## src/rtl/mips_cpu_bus_access.sv

```systemverilog
// mips_cpu_bus_access: load/store bus-access unit between the MIPS core and an Avalon-MM master port
module mips_cpu_bus_access #(
  parameter int DATA_W   = 32,
  parameter int ADDR_W   = 32,
  parameter int MAX_WAIT = 0
) (
  input  logic                clk,
  input  logic                rst,
  input  logic                req_valid,
  output logic                req_ready,
  input  logic                req_write,
  input  logic [1:0]          req_size,
  input  logic                req_signed,
  input  logic [ADDR_W-1:0]   req_addr,
  input  logic [DATA_W-1:0]   req_wdata,
  output logic                resp_valid,
  output logic                resp_err,
  output logic [DATA_W-1:0]   resp_rdata,
  output logic                busy,
  output logic [ADDR_W-1:0]   address,
  output logic                read,
  output logic                write,
  input  logic                waitrequest,
  output logic [DATA_W-1:0]   writedata,
  output logic [DATA_W/8-1:0] byteenable,
  input  logic [DATA_W-1:0]   readdata
);
  localparam int NB = DATA_W / 8;
  localparam int OW = $clog2(NB);
  localparam int CW = $clog2(MAX_WAIT + 2);
  typedef enum logic [1:0] {IDLE, BUS, DONE} state_t;
  state_t state, state_n;
  logic wr_q, sgn_q, err_q, bad, tmo;
  logic [1:0] size_q;
  logic [OW-1:0] off_q;
  logic [ADDR_W-1:0] addr_q;
  logic [NB-1:0] be_q, bm;
  logic [DATA_W-1:0] wd_q, rdata_q, sh, rmask, ext;
  logic [CW-1:0] cnt;
  // A shift of the all-ones pattern past the width yields 0, so the full-width mask falls out naturally.
  function automatic logic [DATA_W-1:0] dmask(input logic [1:0] s);
    return ~({DATA_W{1'b1}} << (7'd8 << s));
  endfunction
  always_comb begin
    bad = (req_size == 2'd3 && DATA_W == 32) || |(req_addr[2:0] & ~(3'b111 << req_size));
    tmo = MAX_WAIT > 0 && waitrequest && cnt == CW'(MAX_WAIT - 1);
    bm = ~({NB{1'b1}} << (4'd1 << req_size));
    sh = readdata >> {off_q, 3'b000};
    rmask = dmask(size_q);
    ext = (sh & rmask) | ({DATA_W{sgn_q && |(sh & rmask & ~(rmask >> 1))}} & ~rmask);
  end
  always_ff @(posedge clk) state <= rst ? IDLE : state_n;
  always_comb
    state_n = state == IDLE ? (req_valid ? (bad ? DONE : BUS) : IDLE) :
              state == BUS  ? ((!waitrequest || tmo) ? DONE : BUS) : IDLE;
  always_ff @(posedge clk) begin
    if (rst) begin
      wr_q <= 1'b0;
      sgn_q <= 1'b0;
      err_q <= 1'b0;
      size_q <= '0;
      off_q <= '0;
      addr_q <= '0;
      be_q <= '0;
      wd_q <= '0;
      rdata_q <= '0;
      cnt <= '0;
    end else if (state == IDLE && req_valid) begin
      wr_q <= req_write;
      sgn_q <= req_signed;
      size_q <= req_size;
      off_q <= req_addr[OW-1:0];
      addr_q <= {req_addr[ADDR_W-1:OW], {OW{1'b0}}};
      be_q <= bm << req_addr[OW-1:0];
      wd_q <= (req_wdata & dmask(req_size)) << {req_addr[OW-1:0], 3'b000};
      err_q <= bad;
      rdata_q <= '0;
      cnt <= '0;
    end else if (state == BUS) begin
      cnt <= cnt + CW'(waitrequest);
      if (tmo) err_q <= 1'b1;
      else if (!waitrequest && !wr_q) rdata_q <= ext;
    end
  end
  always_comb begin
    req_ready = state == IDLE;
    busy = state != IDLE;
    resp_valid = state == DONE;
    resp_err = resp_valid && err_q;
    resp_rdata = resp_valid ? rdata_q : '0;
    read = state == BUS && !wr_q;
    write = state == BUS && wr_q;
    address = addr_q;
    byteenable = be_q;
    writedata = wd_q;
  end
endmodule

```

## config.mk

```make
export PLATFORM = sky130hd
export DESIGN_NAME = mips_cpu_bus_access
export DESIGN_NICKNAME = d
export VERILOG_FILES = /design/src/rtl/mips_cpu_bus_access.sv
export SDC_FILE = /design/constraint.sdc
export NUM_CORES = 1
export LEC_CHECK = 0
export CAP_MARGIN = 20
export CORE_MARGIN = 2
export CORE_UTILIZATION = 46
export DETAILED_ROUTE_END_ITERATION = 16
export PLACE_DENSITY = 0.86
export SLEW_MARGIN = 20
export SYNTH_ARGS = -nofsm -noshare
export SYNTH_HDL_FRONTEND = slang
export SYNTH_SLANG_ARGS = --single-unit
```

## constraint.sdc

```tcl
create_clock -name clk -period 4.8 [get_ports clk]
set_input_delay 0.96 -clock clk [delete_from_list [all_inputs] [get_ports clk]]
set_output_delay 0.96 -clock clk [all_outputs]
set_load 0.01 [all_outputs]
```

==> summary.txt, run 1 <==
Run status
  – Status: completed

Clocking
  – Worst-skew pair later-pin latency: 370 ps
  – Clock tree sinks: 107
  – Clock Pin Slew Worst Setup and Hold Paths: 100 ps
  – Cts hold-fix bufs: 0
  – TritonCTS clock tree: built
  – Post-CTS sizing: 0
  – Longest Clk Path Bufs: 2
  – Clock buffer count from CTS: 9
  – Clock root cell: clkbuf_8
  – Post-CTS setup buffers: 0
  – Htree depth: 3

Setup path
  – Critical path origin: state[1]
  – CP Launch Type: flip-flop
  – Crit path max fanout: 33
  – Crit path arrival time: 2130 ps
  – WS Path Type: flip-flop to output pin
  – CP required: 3840 ps
  – Worst r2r src: off_q[1]
  – CP endpoint kind: output pin

Global routing
  – Vias in the first global route: 5,115
  – Largest net degree at the start of global routing: 62
  – Initial antenna violation count: 0
  – GR Overflow Total: 0
  – First-pass GRT wire length: 26.0 mm
  – Total global-route track usage: 28.2%

Hold path
  – Worst Min Path Start: address[22]
  – Hold WC Path Type: flip-flop to flip-flop

Flow run
  – Number of max-cap violations: 0

Timing
  – Tightest Pin Transition: 1060 ps
  – Clock skew: 11.8 ps
  – Pins Over Slew Limit: 0
  – Setup TNS: 0 ps
  – Final worst path period share: 64.3%
  – Max Freq: 324 MHz
  – Slew HR: 29.6%
  – Hold Fails Final Rpt: 0
  – Crit path time final: 3090 ps
  – RSZ-0062 raised after global routing: false
  – Final Setup Violations: 0

Yosys
  – Post-Syn Area: 0.00500 mm^2
  – Synth top area cells: dfxtp_1 (43%), a21oi_1 (7.9%), nand2_1 (7.8%)
  – Synthesized area per cell: 8.19 um^2
  – Unique masters post-synth: 42
  – Area fraction of the dominant cell type after synthesis: 42.9%
  – Dominant synthesized flop cell: dfxtp_1
  – Yosys warnings: 0
  – #FFs+latches synth: 107
  – Ys async rst share: 0%
  – EDFF count, synth: 0
  – Syn Inst Count: 610
  – Post-synthesis sequential area ratio: 42.9%
  – Top-count cell post-synth: dfxtp_1
  – Cell accounting for the most synthesized area: dfxtp_1
  – Synth cell count leaders: dfxtp_1 (107), nand2_1 (104), a21oi_1 (79)

Floorplan
  – IO Pins: 210
  – Row count: 38
  – Die footprint: 0.0117 mm^2
  – Die width: 108 um
  – Die height: 108 um
  – Starting Density: 46.7%
  – Core box area: 0.0107 mm^2

Pwr
  – Pint: 0.00143 W
  – Reg power frac: 48.7%
  – Power share of the combinational group: 22.5%
  – Tot Pwr: 0.00199 W
  – Clk pwr share: 28.8%
  – Power Density: 273 mW/mm^2
  – Leakage power: 2.68 nW
  – Worst VDD drop: 214 uV
  – Psw: 0.000563 W
  – Sw frac: 28.3%

Cells and area
  – Antenna Cells: 0
  – Share of cells above drive strength 1: 5.70%
  – Layout Area Growth over Synthesis: 45.6%
  – Nets: 889

Drt
  – Drt first pass iters: 5
  – Vias per std cell: 5.79
  – Post-DRT Antenna Nets: 0
  – Detailed-route via count: 5,376
  – DRC Markers: 0
  – Drt initial violations: 310
  – Drt wl/cell: 18.1 um
  – Drt total wl: 16.8 mm

Placement
  – Final GP Congestion: 0.937
  – IO Port Bufs: 207
  – DP HPWL: 12.2 mm
[registers in the layout (all words and copies together), names as in the netlist]
| name | flops |
|---|---|
| size_q | 2 |
| wr_q | 1 |
| state | 2 |
| off_q | 2 |
| err_q | 1 |
| rdata_q | 32 |
| sgn_q | 1 |
| byteenable | 4 |
| writedata | 32 |
| address | 30 |
[area by class of cell]
class | instances | area (um^2)
Fill cell | 836 | 3420
Multi-Input combinational cell | 449 | 2620
Sequential cell | 107 | 2140
Timing Repair Buffer | 215 | 2130
Tap cell | 140 | 175
Clock buffer | 12 | 155
Clock inverter | 3 | 46.3
Inverter | 3 | 11.3
[power groups by stage]
| stage | registers (W) | logic, W | clock network (W) |
|---|---|---|---|
| floorplan | 0.000994 | 0.000203 | 0 |
| global placement | 0.000985 | 0.000430 | 0 |
| detailed placement | 0.000987 | 0.000440 | 0 |
| CTS | 0.000968 | 0.000443 | 0.000586 |
| global route | 0.000974 | 0.000483 | 0.000618 |
| finish | 0.000968 | 0.000447 | 0.000574 |
[worst max-delay path: stages (launching register included)]
cell and delay, ps:
dfxtp_1 450, nor2b_1 230, buf_4 310, and2_1 200, clkdlybuf4s50_1 550
[per-stage QoR]
step	hold WS [ps]	cell area [um^2]	worst slack [ps]	cells	utilization (%)
after floorplan	432	5000	2450	611	-
after global placement	440	7070	1750	914	66.1
after detailed placement	446	7070	1650	914	66.1
after CTS	459	7280	1690	929	68.0
after global routing	479	7280	1590	929	68.0
final	459	7280	1710	929	68.0
[cells by family (layout without fill, tap and decap cells)]
kind of cell | count (synthesis) | count (layout) | share of synthesized area, %
muxes | 33 | 33 | 6.89
other | 1 | 2 | 0.0751
DFF | 107 | 107 | 42.9
and+or+nand+nor | 215 | 215 | 20.2
buffers and inverters | 55 | 233 | 5.01
AOI/OAI and AO/OA | 199 | 199 | 25.0
[metal layers]
| metal | up-vias | wire (um) | track usage (%) |
|---|---|---|---|
| met5 | - | 0 | 0 |
| met4 | 0 | 581 | 13.5 |
| met3 | 57 | 1960 | 8.50 |
| met1 | 2463 | 6450 | 35.3 |
| li1 | 2498 | - | - |
| met2 | 358 | 7790 | 44.4 |
[placed cells by master, fill, tap and decap left out, types with 8 or more instances in the layout]
cell type	count
a211oi_1	8
a21oi_1	79
a22o_1	16
a22oi_1	9
and2_1	34
buf_4	8
clkbuf_8	11
clkdlybuf4s50_1	206
dfxtp_1	107
mux2_2	11
mux2i_1	22
nand2_1	103
nor2_1	35
nor2b_1	13
nor3_1	11
o21ai_0	43
[path summary, 6_finish.rpt]
path | end | slack [ps] | cells after the start
max | resp_rdata[30] | 1710 | 4
min | address[22] | 460 | 2
max reg2reg | rdata_q[14] | 2230 | 5
min reg2reg | address[22] | 460 | 2
Note: power is estimated with default switching activity, not from simulation.
==> run 2: changes to the inputs <==
- CORE_UTILIZATION: 46 -> 43
- PLACE_DENSITY: 0.86 -> 0.81
- clock period: 4.8 -> 3 ns (I/O delays scaled with it)
==> run 2 against run 1 <==
  * Cell count is 1.2% higher
  * Via count is 0.22% higher
  * Clock skew is 6.3 ps lower
  * Worst hold slack worse by 5.9 ps
==> summary.txt, run 2 (synthesized netlist as in run 1, its figures left out) <==
Run status
  – Status: completed

Placement
  – Final GP Congestion: 0.929
  – Setup WS pre-CTS: 399 ps
  – Post-DP Area: 0.00713 mm^2
  – DP HPWL: 12.6 mm
  – IO Port Bufs: 207

Setup path
  – CP Launch Type: flip-flop
  – Worst path bufs/invs: 2
  – Delay-heaviest family, CP: buffers and inverters
  – WS Path Type: flip-flop to output pin
  – Crit path max fanout: 34
  – CP required: 2400 ps
  – FF-to-FF setup slack: 790 ps
  – Cell Chain, Critical Path: nor2b_1, buf_4, and2_1, clkdlybuf4s50_1
  – Slowest cell on crit path: clkdlybuf4s50_1
  – Worst R2R Path Depth: 6
  – CP endpoint kind: output pin
  – Worst r2r src: off_q[0]
  – Slowest stage delay, CP: 560 ps
  – RR Endpoint: rdata_q[12]
  – Crit path arrival time: 2000 ps

Hold path
  – Worst Hold Path EP: address[17]
  – WHS Path Cells: 2
  – Worst Min Path Start: address[17]
  – Hold WC Path Type: flip-flop to flip-flop

Global routing
  – Grt met3 use: 7.95%
  – Total global-route track usage: 27.2%
  – Most Used Layer, Global Route: met2
  – Met2 Usage GRT: 44.7%
  – Vias in the first global route: 5,427
  – Largest net degree at the start of global routing: 60
  – Initial antenna violation count: 0
  – GR Overflow Total: 0
  – Met1 Usage GRT: 33.7%
  – First-pass GRT wire length: 27.8 mm

Clocking
  – Clock tree sinks: 107
  – Worst-skew pair later-pin latency: 350 ps
  – Htree depth: 3
  – Post-CTS setup buffers: 0
  – TritonCTS clock tree: built
  – Longest Clk Path Bufs: 2
  – Clock buffer count from CTS: 9
  – Post-CTS sizing: 0
  – Cts hold-fix bufs: 0
  – Clock root cell: clkbuf_16
  – Clock Pin Slew Worst Setup and Hold Paths: 70 ps

Timing
  – RSZ-0062 raised after global routing: false
  – Final worst path period share: 86.6%
  – Final Setup Violations: 0
  – Max Freq: 385 MHz
  – Crit path time final: 2600 ps
  – Pins Over Slew Limit: 0
  – Clock skew: 5.51 ps
  – Hold Fails Final Rpt: 0
  – Slew HR: 28.2%
  – Tightest Pin Transition: 1070 ps
  – Setup TNS: 0 ps
  – Setup ws final: 403 ps

Cells and area
  – Area occupied by multi-input gates: 0.00262 mm^2
  – Layout Area Growth over Synthesis: 48.5%
  – Nets: 896
  – Reg area: 0.00214 mm^2
  – Final Instance Area: 0.00742 mm^2
  – Most common cell after layout, fill and taps aside: clkdlybuf4s50_1
  – Most frequent cells in the layout: clkdlybuf4s50_1 (206), dfxtp_1 (107), nand2_1 (103)
  – Fillcell total: 985
  – Share of cells above drive strength 1: 6.40%
  – Antenna Cells: 0
  – Utilization after layout: 65.2%

Floorplan
  – Core box area: 0.0114 mm^2
  – Die width: 112 um
  – IO Pins: 210
  – Row count: 39
  – Starting Density: 43.9%
  – Die footprint: 0.0125 mm^2
  – Die height: 112 um

Drt
  – DRC Markers: 0
  – Drt total wl: 17.1 mm
  – Drt first pass iters: 5
  – Post-DRT Antenna Nets: 0
  – Vias per std cell: 5.73
  – Drt wl/cell: 18.2 um
  – Detailed-route via count: 5,388
  – Drt initial violations: 493

Pwr
  – Power Density: 463 mW/mm^2
  – Leakage power: 2.75 nW
  – Tot Pwr: 0.00344 W
  – Worst VDD drop: 313 uV

Flow run
  – Number of max-cap violations: 0
run 2: routing by layer:
metal | vias to the layer above | routed length (um)
li1 | 2513 | -
met1 | 2542 | 6840
met2 | 294 | 8090
met3 | 39 | 1690
met4 | 0 | 442
met5 | - | 0
run 2: worst max-delay path by stage:
| stage | startpoint | to | depth (start not counted) |
|---|---|---|---|
| after global placement | req_addr[0] | writedata[23] | 6 |
| final | state[1] | resp_rdata[24] | 4 |
| after detailed placement | req_addr[0] | writedata[20] | 6 |
| after CTS | state[1] | resp_err | 4 |
| after global routing | state[1] | resp_err | 4 |
| after floorplan | req_size[1] | writedata[23] | 8 |
run 2: worst min-delay path, delay by kind of cell, from the launching register on:
family	cells	cell delay, ps
and+or+nand+nor	1	50
AOI/OAI and AO/OA	1	50
DFF	1	310
run 2: through the flow:
step	std cells	hold slack [ps]
final	940	453
after global routing	940	480
after CTS	940	455
after detailed placement	924	446
after global placement	924	438
after floorplan	611	432
run 2: final cells by class:
| type | count | area share [%] |
|---|---|---|
| repair buffers | 222 | 29.4 |
| inverters | 3 | 0.152 |
| flip-flops and latches | 107 | 28.9 |
| clock inverters | 4 | 0.692 |
| multi-input cells | 449 | 35.3 |
| well taps | 143 | 2.41 |
| clock buffers | 12 | 3.19 |
run 2: report_power, final:
| part | switching [W] | internal (W) |
|---|---|---|
| Sequential | 0.0000488 | 0.00149 |
| Clock | 0.000514 | 0.000649 |
| Combinational | 0.000367 | 0.000363 |
==> run 3: changes to the inputs <==
- GPL_ROUTABILITY_DRIVEN: unset -> 0
==> run 3 against run 2 <==
  * Worst setup slack improved by 4.6 ps
  * Final area rose by 0.27%
  * Critical path type unchanged
  * Via count is 1.7% lower
  * Critical path depth unchanged
  * Highest routed layer unchanged
==> summary.txt, run 3 (synthesized netlist as in run 1, its figures left out) <==
Setup path
  – CP required: 2400 ps
  – WS Path Type: flip-flop to output pin
  – CP endpoint kind: output pin
  – Worst r2r src: off_q[0]
  – CP Launch Type: flip-flop
  – Critical path origin: state[1]
  – Crit path max fanout: 34
  – Crit path arrival time: 1990 ps

Floorplan
  – Die height: 112 um
  – Core box area: 0.0114 mm^2
  – Die width: 112 um
  – Row count: 39
  – IO Pins: 210
  – Die footprint: 0.0125 mm^2
  – Starting Density: 43.9%

Cells and area
  – Layout Area Growth over Synthesis: 48.9%
  – Most common cell after layout, fill and taps aside: clkdlybuf4s50_1
  – Final Instance Area: 0.00744 mm^2
  – Nets: 897
  – Share of cells above drive strength 1: 6.89%
  – Non-filler instance count after layout: 941
  – Antenna Cells: 0
  – Utilization after layout: 65.4%
  – Most frequent cells in the layout: clkdlybuf4s50_1 (206), dfxtp_1 (107), nand2_1 (103)

Timing
  – Hold Fails Final Rpt: 0
  – Setup TNS: 0 ps
  – Max Freq: 386 MHz
  – Crit path time final: 2590 ps
  – Clock skew: 7.24 ps
  – Slew HR: 41.6%
  – RSZ-0062 raised after global routing: false
  – Final worst path period share: 86.4%
  – Final Setup Violations: 0
  – Pins Over Slew Limit: 0
  – Tightest Pin Transition: 872 ps

Pwr
  – Leakage power: 2.76 nW
  – Tot Pwr: 0.00346 W
  – Worst VDD drop: 317 uV
  – Power Density: 466 mW/mm^2

Global routing
  – Most Used Layer, Global Route: met2
  – First-pass GRT wire length: 26.8 mm
  – Largest net degree at the start of global routing: 60
  – Met1 Usage GRT: 32.5%
  – Total global-route track usage: 26.2%
  – Met2 Usage GRT: 43.4%
  – Grt met3 use: 7.57%
  – Vias in the first global route: 5,278
  – GR Overflow Total: 0
  – Initial antenna violation count: 0

Drt
  – Detailed-route via count: 5,298
  – Drt first pass iters: 5
  – Drt wl/cell: 17.7 um
  – Vias per std cell: 5.63
  – Drt total wl: 16.7 mm
  – Drt initial violations: 333
  – Post-DRT Antenna Nets: 0
  – DRC Markers: 0

Clocking
  – TritonCTS clock tree: built
  – Worst-skew pair later-pin latency: 340 ps
  – Clock root cell: clkbuf_16
  – Longest Clk Path Bufs: 2
  – Post-CTS setup buffers: 0
  – Clock buffer count from CTS: 9
  – Cts hold-fix bufs: 0
  – Clock Pin Slew Worst Setup and Hold Paths: 70 ps
  – Htree depth: 3
  – Post-CTS sizing: 0
  – Clock tree sinks: 107

Flow run
  – Number of max-cap violations: 0

Hold path
  – Hold WC Path Type: flip-flop to flip-flop
  – Worst Min Path Start: writedata[11]

Run status
  – Status: completed

Placement
  – Post-DP Area: 0.00714 mm^2
  – Placed cell count: 925
  – DP HPWL: 12.4 mm
  – IO Port Bufs: 207
==> run 3: critical path: stages, from the launching register on <==
cell             delay [ps]
dfxtp_1                 440
nor2b_1                 160
buf_4                   300
and2_1                  200
clkdlybuf4s50_1         540
==> run 3: report_power, final <==
part | internal, W | total [W] | switching, W
combinational | 0.000365 | 0.000733 | 0.000368
clock | 0.000654 | 0.00119 | 0.000536
sequential | 0.00149 | 0.00154 | 0.0000475
==> run 3: through the flow <==
stage / hold WS (ps) / setup slack, ps
2_1_floorplan: 432 / 1010
3_3_place_gp: 435 / 550
3_5_place_dp: 442 / 472
4_1_cts: 455 / 380
5_1_grt: 473 / 250
6_report: 453 / 408
==> run 3: worst paths after layout <==
path,cells past startpoint,slack (ps),end
worst max register to register,6,890,rdata_q[13]
worst min register to register,2,450,writedata[11]
worst max-delay path,4,410,resp_rdata[31]
worst min-delay path,2,450,writedata[11]
==> run 3: cell type report <==
type | instances | area, um^2
fill | 974 | 3930
multi-input combinational | 449 | 2620
timing repair buffer | 223 | 2190
sequential | 107 | 2140
clock buffer | 9 | 225
tap | 143 | 179
clock inverter | 7 | 75.1
inverter | 3 | 11.3
==> run 3: layer usage <==
layer / share of wire, % / wire (um)
met2: 47 / 7860
met4: 2.5 / 419
met1: 40 / 6630
met3: 11 / 1760
met5: 0 / 0
